File: config.mk
export PLATFORM = sky130hd
export DESIGN_NAME = hmcs_timer_irq_ctrl
export DESIGN_NICKNAME = d
export VERILOG_FILES = /design/src/rtl/hmcs_tmr_pkg.sv /design/src/rtl/hmcs_tmr_chan.sv /design/src/rtl/hmcs_timer_irq_ctrl.sv
export SDC_FILE = /design/constraint.sdc
export NUM_CORES = 1
export LEC_CHECK = 0
export ABC_CLOCK_PERIOD_IN_PS = 1800
export BUFFER_PORTS_ARGS = -buffer_cell sky130_fd_sc_hd__buf_2
export CAP_MARGIN = 5
export CORE_ASPECT_RATIO = 1.75
export CORE_MARGIN = 4
export CORE_UTILIZATION = 30
export DETAILED_ROUTE_END_ITERATION = 16
export PLACE_DENSITY = 0.51
export SETUP_SLACK_MARGIN = 0.15
export SYNTH_ARGS = -nofsm -noshare
export SYNTH_HDL_FRONTEND = slang
export SYNTH_SLANG_ARGS = --single-unit
File: constraint.sdc
create_clock -name clk -period 1.8 [get_ports clk]
set_input_delay 0.18 -clock clk [delete_from_list [all_inputs] [get_ports clk]]
set_output_delay 0.18 -clock clk [all_outputs]
set_load 0.02 [all_outputs]
File: src/rtl/hmcs_tmr_pkg.sv
// Shared definitions for the HMCS4x timer/counter and interrupt controller:
// command opcodes, source-index width and the timer source-index mapping.
package hmcs_tmr_pkg;

    localparam int IDX_W = 3;

    localparam logic [2:0] OP_LOAD    = 3'd0;
    localparam logic [2:0] OP_MODE    = 3'd1;
    localparam logic [2:0] OP_MASK    = 3'd2;
    localparam logic [2:0] OP_UNMASK  = 3'd3;
    localparam logic [2:0] OP_SETIE   = 3'd4;
    localparam logic [2:0] OP_CLRIE   = 3'd5;
    localparam logic [2:0] OP_CLRFLAG = 3'd6;

    // Timer channel i owns the interrupt source directly after the external lines.
    function automatic int tmr_src(input int num_ext, input int chan);
        return num_ext + chan;
    endfunction

endpackage

File: src/rtl/hmcs_tmr_chan.sv
// One timer/counter channel: event-input synchroniser and edge detect,
// free-running prescaler, counter and the one-tick wrap strobe.
module hmcs_tmr_chan
    import hmcs_tmr_pkg::*;
#(
    parameter int CNT_W = 4,
    parameter int PRE_W = 6
) (
    input  logic             clk,
    input  logic             reset,
    input  logic             i_tick_en,
    input  logic             i_cnt_in,
    input  logic             i_load,
    input  logic             i_mode_wr,
    input  logic [CNT_W-1:0] i_data,
    output logic [CNT_W-1:0] o_cnt,
    output logic             o_wrap
);

    logic             r_sync1;
    logic             r_sync2;
    logic             r_prev;
    logic             r_mode;
    logic [PRE_W-1:0] r_pre;
    logic [CNT_W-1:0] r_cnt;

    logic w_edge;
    logic w_event;

    assign w_edge  = r_sync2 & ~r_prev;
    assign w_event = r_mode ? w_edge : (&r_pre);

    // A LOAD overrides the event of the same tick, so no wrap is reported then.
    assign o_wrap = i_tick_en & ~i_load & w_event & (&r_cnt);
    assign o_cnt  = r_cnt;

    // NOTE: all state here is sequential, so every assignment is non-blocking;
    // blocking assignments would let later statements see the updated values.
    always_ff @(posedge clk) begin
        if (reset) begin
            r_sync1 <= 1'b0;
            r_sync2 <= 1'b0;
            r_prev  <= 1'b0;
            r_mode  <= 1'b0;
            r_pre   <= '0;
            r_cnt   <= '0;
        end else begin
            r_sync1 <= i_cnt_in;
            r_sync2 <= r_sync1;
            if (i_tick_en) begin
                r_prev <= r_sync2;
                if (i_load) begin
                    r_cnt <= i_data;
                    r_pre <= '0;
                end else begin
                    r_pre <= i_mode_wr ? '0 : r_pre + 1'b1;
                    if (i_mode_wr)
                        r_mode <= i_data[0];
                    if (w_event)
                        r_cnt <= r_cnt + 1'b1;
                end
            end
        end
    end

endmodule

File: src/rtl/hmcs_timer_irq_ctrl.sv
// Timer/counter and prioritised interrupt controller: external line synchronisers,
// mask/flag/IE registers, priority encoder and the irq_req/irq_ack handshake.
module hmcs_timer_irq_ctrl
    import hmcs_tmr_pkg::*;
#(
    parameter int NUM_TMR = 2,
    parameter int NUM_EXT = 2,
    parameter int CNT_W   = 4,
    parameter int PRE_W   = 6
) (
    input  logic                     clk,
    input  logic                     reset,
    input  logic                     tick_en,
    input  logic [NUM_EXT-1:0]       ext_in,
    input  logic [NUM_TMR-1:0]       cnt_in,
    input  logic                     cmd_valid,
    input  logic [2:0]               cmd_op,
    input  logic [2:0]               cmd_idx,
    input  logic [CNT_W-1:0]         cmd_data,
    output logic [NUM_TMR*CNT_W-1:0] cnt_q,
    output logic [NUM_EXT+NUM_TMR-1:0] flags,
    output logic                     irq_req,
    output logic [IDX_W-1:0]         irq_id,
    input  logic                     irq_ack
);

    localparam int NSRC = NUM_EXT + NUM_TMR;

    logic [NUM_EXT-1:0] r_ext_s1;
    logic [NUM_EXT-1:0] r_ext_s2;
    logic [NUM_EXT-1:0] r_ext_prev;
    logic [NSRC-1:0]    r_mask;
    logic [NSRC-1:0]    r_flags;
    logic               r_ie;
    logic               r_irq_req;
    logic [IDX_W-1:0]   r_irq_id;

    logic               w_cmd_tick;
    logic               w_ack;
    logic [NUM_TMR-1:0] w_tmr_wrap;
    logic [NSRC-1:0]    w_set;
    logic [NSRC-1:0]    w_clr;
    logic [NSRC-1:0]    w_mask_set;
    logic [NSRC-1:0]    w_mask_clr;
    logic [NSRC-1:0]    w_pend;
    logic               w_any;
    logic [IDX_W-1:0]   w_low_id;

    assign w_cmd_tick = tick_en & cmd_valid;
    assign w_ack      = r_irq_req & irq_ack;

    for (genvar i = 0; i < NUM_TMR; i++) begin : g_chan
        localparam int SRC = tmr_src(NUM_EXT, i);

        hmcs_tmr_chan #(
            .CNT_W (CNT_W),
            .PRE_W (PRE_W)
        ) u_chan (
            .clk       (clk),
            .reset     (reset),
            .i_tick_en (tick_en),
            .i_cnt_in  (cnt_in[i]),
            .i_load    (w_cmd_tick && cmd_op == OP_LOAD && cmd_idx == IDX_W'(i)),
            .i_mode_wr (w_cmd_tick && cmd_op == OP_MODE && cmd_idx == IDX_W'(i)),
            .i_data    (cmd_data),
            .o_cnt     (cnt_q[i*CNT_W +: CNT_W]),
            .o_wrap    (w_tmr_wrap[i])
        );

        assign w_set[SRC] = w_tmr_wrap[i];
    end

    assign w_set[NUM_EXT-1:0] = tick_en ? (r_ext_s2 & ~r_ext_prev) : '0;

    // Index decoding is done by comparison so out-of-range indices match nothing.
    always_comb begin
        w_clr      = '0;
        w_mask_set = '0;
        w_mask_clr = '0;
        for (int s = 0; s < NSRC; s++) begin
            if (cmd_idx == IDX_W'(s) && w_cmd_tick) begin
                w_clr[s]      = (cmd_op == OP_CLRFLAG);
                w_mask_set[s] = (cmd_op == OP_MASK);
                w_mask_clr[s] = (cmd_op == OP_UNMASK);
            end
            if (w_ack && r_irq_id == IDX_W'(s))
                w_clr[s] = 1'b1;
        end
    end

    // Scanning downwards leaves the lowest pending index, i.e. the highest priority.
    always_comb begin
        w_pend   = r_flags & ~r_mask;
        w_any    = |w_pend;
        w_low_id = '0;
        for (int s = NSRC - 1; s >= 0; s--) begin
            if (w_pend[s])
                w_low_id = IDX_W'(s);
        end
    end

    always_ff @(posedge clk) begin
        if (reset) begin
            r_ext_s1   <= '0;
            r_ext_s2   <= '0;
            r_ext_prev <= '0;
            r_mask     <= '1;
            r_flags    <= '0;
            r_ie       <= 1'b0;
            r_irq_req  <= 1'b0;
            r_irq_id   <= '0;
        end else begin
            r_ext_s1 <= ext_in;
            r_ext_s2 <= r_ext_s1;
            if (tick_en)
                r_ext_prev <= r_ext_s2;

            // A set wins over a same-clk clear, whether from CLRFLAG or ack.
            r_flags <= (r_flags & ~w_clr) | w_set;
            r_mask  <= (r_mask & ~w_mask_clr) | w_mask_set;

            if (w_ack)
                r_irq_req <= 1'b0;

            if (tick_en) begin
                if (r_ie && !r_irq_req && w_any) begin
                    r_irq_req <= 1'b1;
                    r_irq_id  <= w_low_id;
                    r_ie      <= 1'b0;
                end else if (w_cmd_tick && cmd_op == OP_SETIE) begin
                    r_ie <= 1'b1;
                end else if (w_cmd_tick && cmd_op == OP_CLRIE) begin
                    r_ie <= 1'b0;
                end
            end
        end
    end

    assign flags   = r_flags;
    assign irq_req = r_irq_req;
    assign irq_id  = r_irq_id;

endmodule

==> results.json <==
{
  "ys_types": 55,
  "syn-instance-count": 253,
  "netlist_area_um2": 2340,
  "syn2layout_area_growth_pct": 18.6,
  "synth_top_area_share_pct": 39.3,
  "dr.first_iter.drc_count": 93,
  "critical_path_buf_inv_count": 0,
  "seq_area_frac_synth_pct": 39.3,
  "clk_latency_ps": 290,
  "synth_warnings": 0,
  "power.density_nw_per_um2": 878,
  "die_height_um": 125,
  "fin_tns_setup_ps": 0,
  "finalHoldViolCount": 0,
  "start_util_pct": 31.0,
  "multi_input_area_um2": 1320,
  "cp.arrival_ps": 1740,
  "yosysMostFrequentCell": "dfxtp_1",
  "comb_power_share_pct": 6.5,
  "fp.dieW_um": 74.8,
  "path_class": "reg -> reg",
  "grt_overflow": 0,
  "status": "finished, final reports clean",
  "critPathCaptureType": "flop",
  "grt_max_degree": 26,
  "ios": 35,
  "dieArea_um2": 9340,
  "cp_slowest_cell": "dfxtp_1",
  "antenna_found_initial": 0,
  "grt_pass1_wl_um": 9600,
  "vdd_drop_max_mv": 0.396,
  "async_flop_share_pct": 0,
  "p_leak_nw": 1.10,
  "total_power_mw": 2.44,
  "p_seq_share_pct": 43.1,
  "gp_congestion": 0.817,
  "dr.pass1.iters": 4,
  "reg2reg_slack_ps": 260,
  "ys.flop_type": "dfxtp_1",
  "htreeDepth": 2,
  "max_cap_violations": 0,
  "holdCritPathClass": "in -> reg",
  "startpoint": "g_chan[0].u_chan.r_pre[1]",
  "fillCellCount": 828,
  "avgSynthCellArea_um2": 9.26,
  "synth_common_cells": "46 x dfxtp_1, 19 x a21oi_1, 17 x nor2_1",
  "cts_buffers": 5,
  "cts_sinks": 46,
  "fmax_ghz": 0.649,
  "ff2ff_path_depth": 5,
  "wl_per_cell_um": 15.8,
  "path_clk_slew_ps": 60,
  "synth_largest_area_cell": "dfxtp_1",
  "regArea_um2": 922,
  "drc": 0,
  "period_share_pct": 85.6,
  "slew_violations": 0,
  "row_count": 42,
  "setup_viol": 0,
  "required_ps": 2000,
  "cp-endpoint": "g_chan[0].u_chan.o_cnt[0]",
  "critPathLaunchType": "flop",
  "internal_power_mw": 1.93,
  "track_usage_pct": 13.3,
  "swShare_pct": 20.8,
  "timing.final.ws_setup_ps": 259,
  "via_count": 2049,
  "path_depth": 5,
  "layoutNonFillerInstCount": 374,
  "drive_above_1_share_pct": 22.0,
  "path_delay_family": "compound AO/OA/AOI/OAI gates",
  "dp.cells": 366,
  "rsz0062_at_grt": "false",
  "nets": 308,
  "ant_nets": 0,
  "period_minus_slack_ps": 1540,
  "synth-edff-count": 0,
  "diodes": 0,
  "pwr-share-clk_pct": 50.3,
  "wirelength_um": 5920,
  "first_global_vias": 1962,
  "port_buffers": 33,
  "drt-vias-per-instance": 5.48,
  "crit_chain": "ha_1 > and3_2 > a41oi_1 > o31a_2 > o32ai_1",
  "core_area_um2": 7570,
  "cts_tree": "built",
  "switching_power_uw": 508,
  "dp_hpwl_um": 4460,
  "synth-seq-cells": 46,
  "synth_area_leaders": "dfxtp_1 39%, mux2i_1 4.7%, a21oi_1 4.1%",
  "r2r-end": "g_chan[0].u_chan.o_cnt[0]",
  "synth_fp_nets": 276,
  "reg2reg_from": "g_chan[0].u_chan.r_pre[1]",
  "dp_slack_ps": 207,
  "worst-path-max-fanout": 5,
  "fin_skew_ps": 5.56,
  "max_stage_delay_ps": 360,
  "clockBufferDepth": 2,
  "cts-root-buf": "clkbuf_16"
}
==> through the flow <==
step                      area, um2  utilization, %  hold slack [ps]
final                          2780            36.7             97.0
after global placement         2580            34.1              386
after global routing           2780            36.7              114
after detailed placement       2580            34.1              397
after CTS                      2780            36.7             94.7
after floorplan                2340               -              308
==> worst min-delay path by stage <==
stage                     slack (ps)                  endpoint  cells after the start       from
after floorplan                  310  g_chan[0].u_chan.r_sync1                      1  cnt_in[0]
after global placement           390               r_ext_s1[0]                      2  ext_in[0]
after detailed placement         400               r_ext_s1[0]                      2  ext_in[0]
after CTS                         90               r_ext_s1[0]                      2  ext_in[0]
after global routing             110               r_ext_s1[0]                      2  ext_in[0]
final                            100               r_ext_s1[0]                      2  ext_in[0]
==> worst reg2reg max path: stages, from the launching register on <==
cell and delay, ps:
dfxtp_1 360, ha_1 190, and3_2 240, a41oi_1 130, o31a_2 330, o32ai_1 200
==> cell usage in the layout, fill, tap and decap left out, drive strengths merged, types with 3 or more instances in the layout <==
cell type  synthesis  layout
nand2             16      16
nor2              17      17
and4b              5       5
inv                9       9
mux2i             11      11
nor3               7       7
buf                6      37
a21o               3       3
and3               5       5
o21ai              6       6
a41oi              4       4
o211ai             5       5
a311oi             9       9
a211oi             3       3
nand3             13      13
clkbuf             6       6
ha                 4       4
dfxtp             46      46
o221ai             4       4
a21oi             21      21
nand2b             8       8
nand3b             6       6
nor2b             11      11
==> layout make-up <==
class / instances / area share (%)
multi-input combinational: 186 / 47.5
sequential: 46 / 33.2
timing repair buffer: 37 / 7.02
clock buffer: 6 / 5.00
tap: 88 / 3.96
clock inverter: 2 / 2.16
inverter: 9 / 1.22
==> logic make-up (layout without fill, tap and decap cells) <==
| kind of cell | Yosys count | after routing | share of synthesized area, % |
|---|---|---|---|
| mux | 11 | 11 | 4.70 |
| buf+inv | 21 | 54 | 4.43 |
| simple gates | 101 | 101 | 27.1 |
| flops | 46 | 46 | 39.3 |
| compound gates | 69 | 69 | 22.1 |
| other cells | 1 | 1 | 0.160 |
| fa+ha+maj | 4 | 4 | 2.14 |
==> state kept, by name (all words and copies together), names as in the netlist <==
register	cells
irq_req	1
g_chan.u_chan.r_pre	12
g_chan.u_chan.r_sync1	2
r_ext_s2	2
g_chan.u_chan.r_sync2	2
r_ext_prev	2
g_chan.u_chan.r_prev	2
irq_id	2
g_chan.u_chan.o_cnt	8
flags	4
r_mask	4
g_chan.u_chan.r_mode	2
r_ext_s1	2
r_ie	1
==> power groups by stage <==
stage          registers (mW)  clock network (mW)  logic, mW
2_1_floorplan            1.07                   0      0.104
3_3_place_gp             1.07                   0      0.159
3_5_place_dp             1.07                   0      0.162
4_1_cts                  1.05                1.26      0.163
5_1_grt                  1.05                1.29      0.177
6_report                 1.05                1.23      0.160
==> metal layers <==
layer  track usage (%)  wire length [um]  vias up
li1                  -                 -     1018
met1              14.6              2380      990
met2              24.3              3230       35
met3              2.42               204        6
met4              4.72                96        0
met5                 0                 0        -
==> what timing repair did <==
item,in CTS,in global routing
endpoints found under the hold margin,0,0
gates resized for setup,0,2
setup endpoints to repair,0,1
setup buffers,0,0
hold buffers,0,0
(Power assumes the default switching activity.)
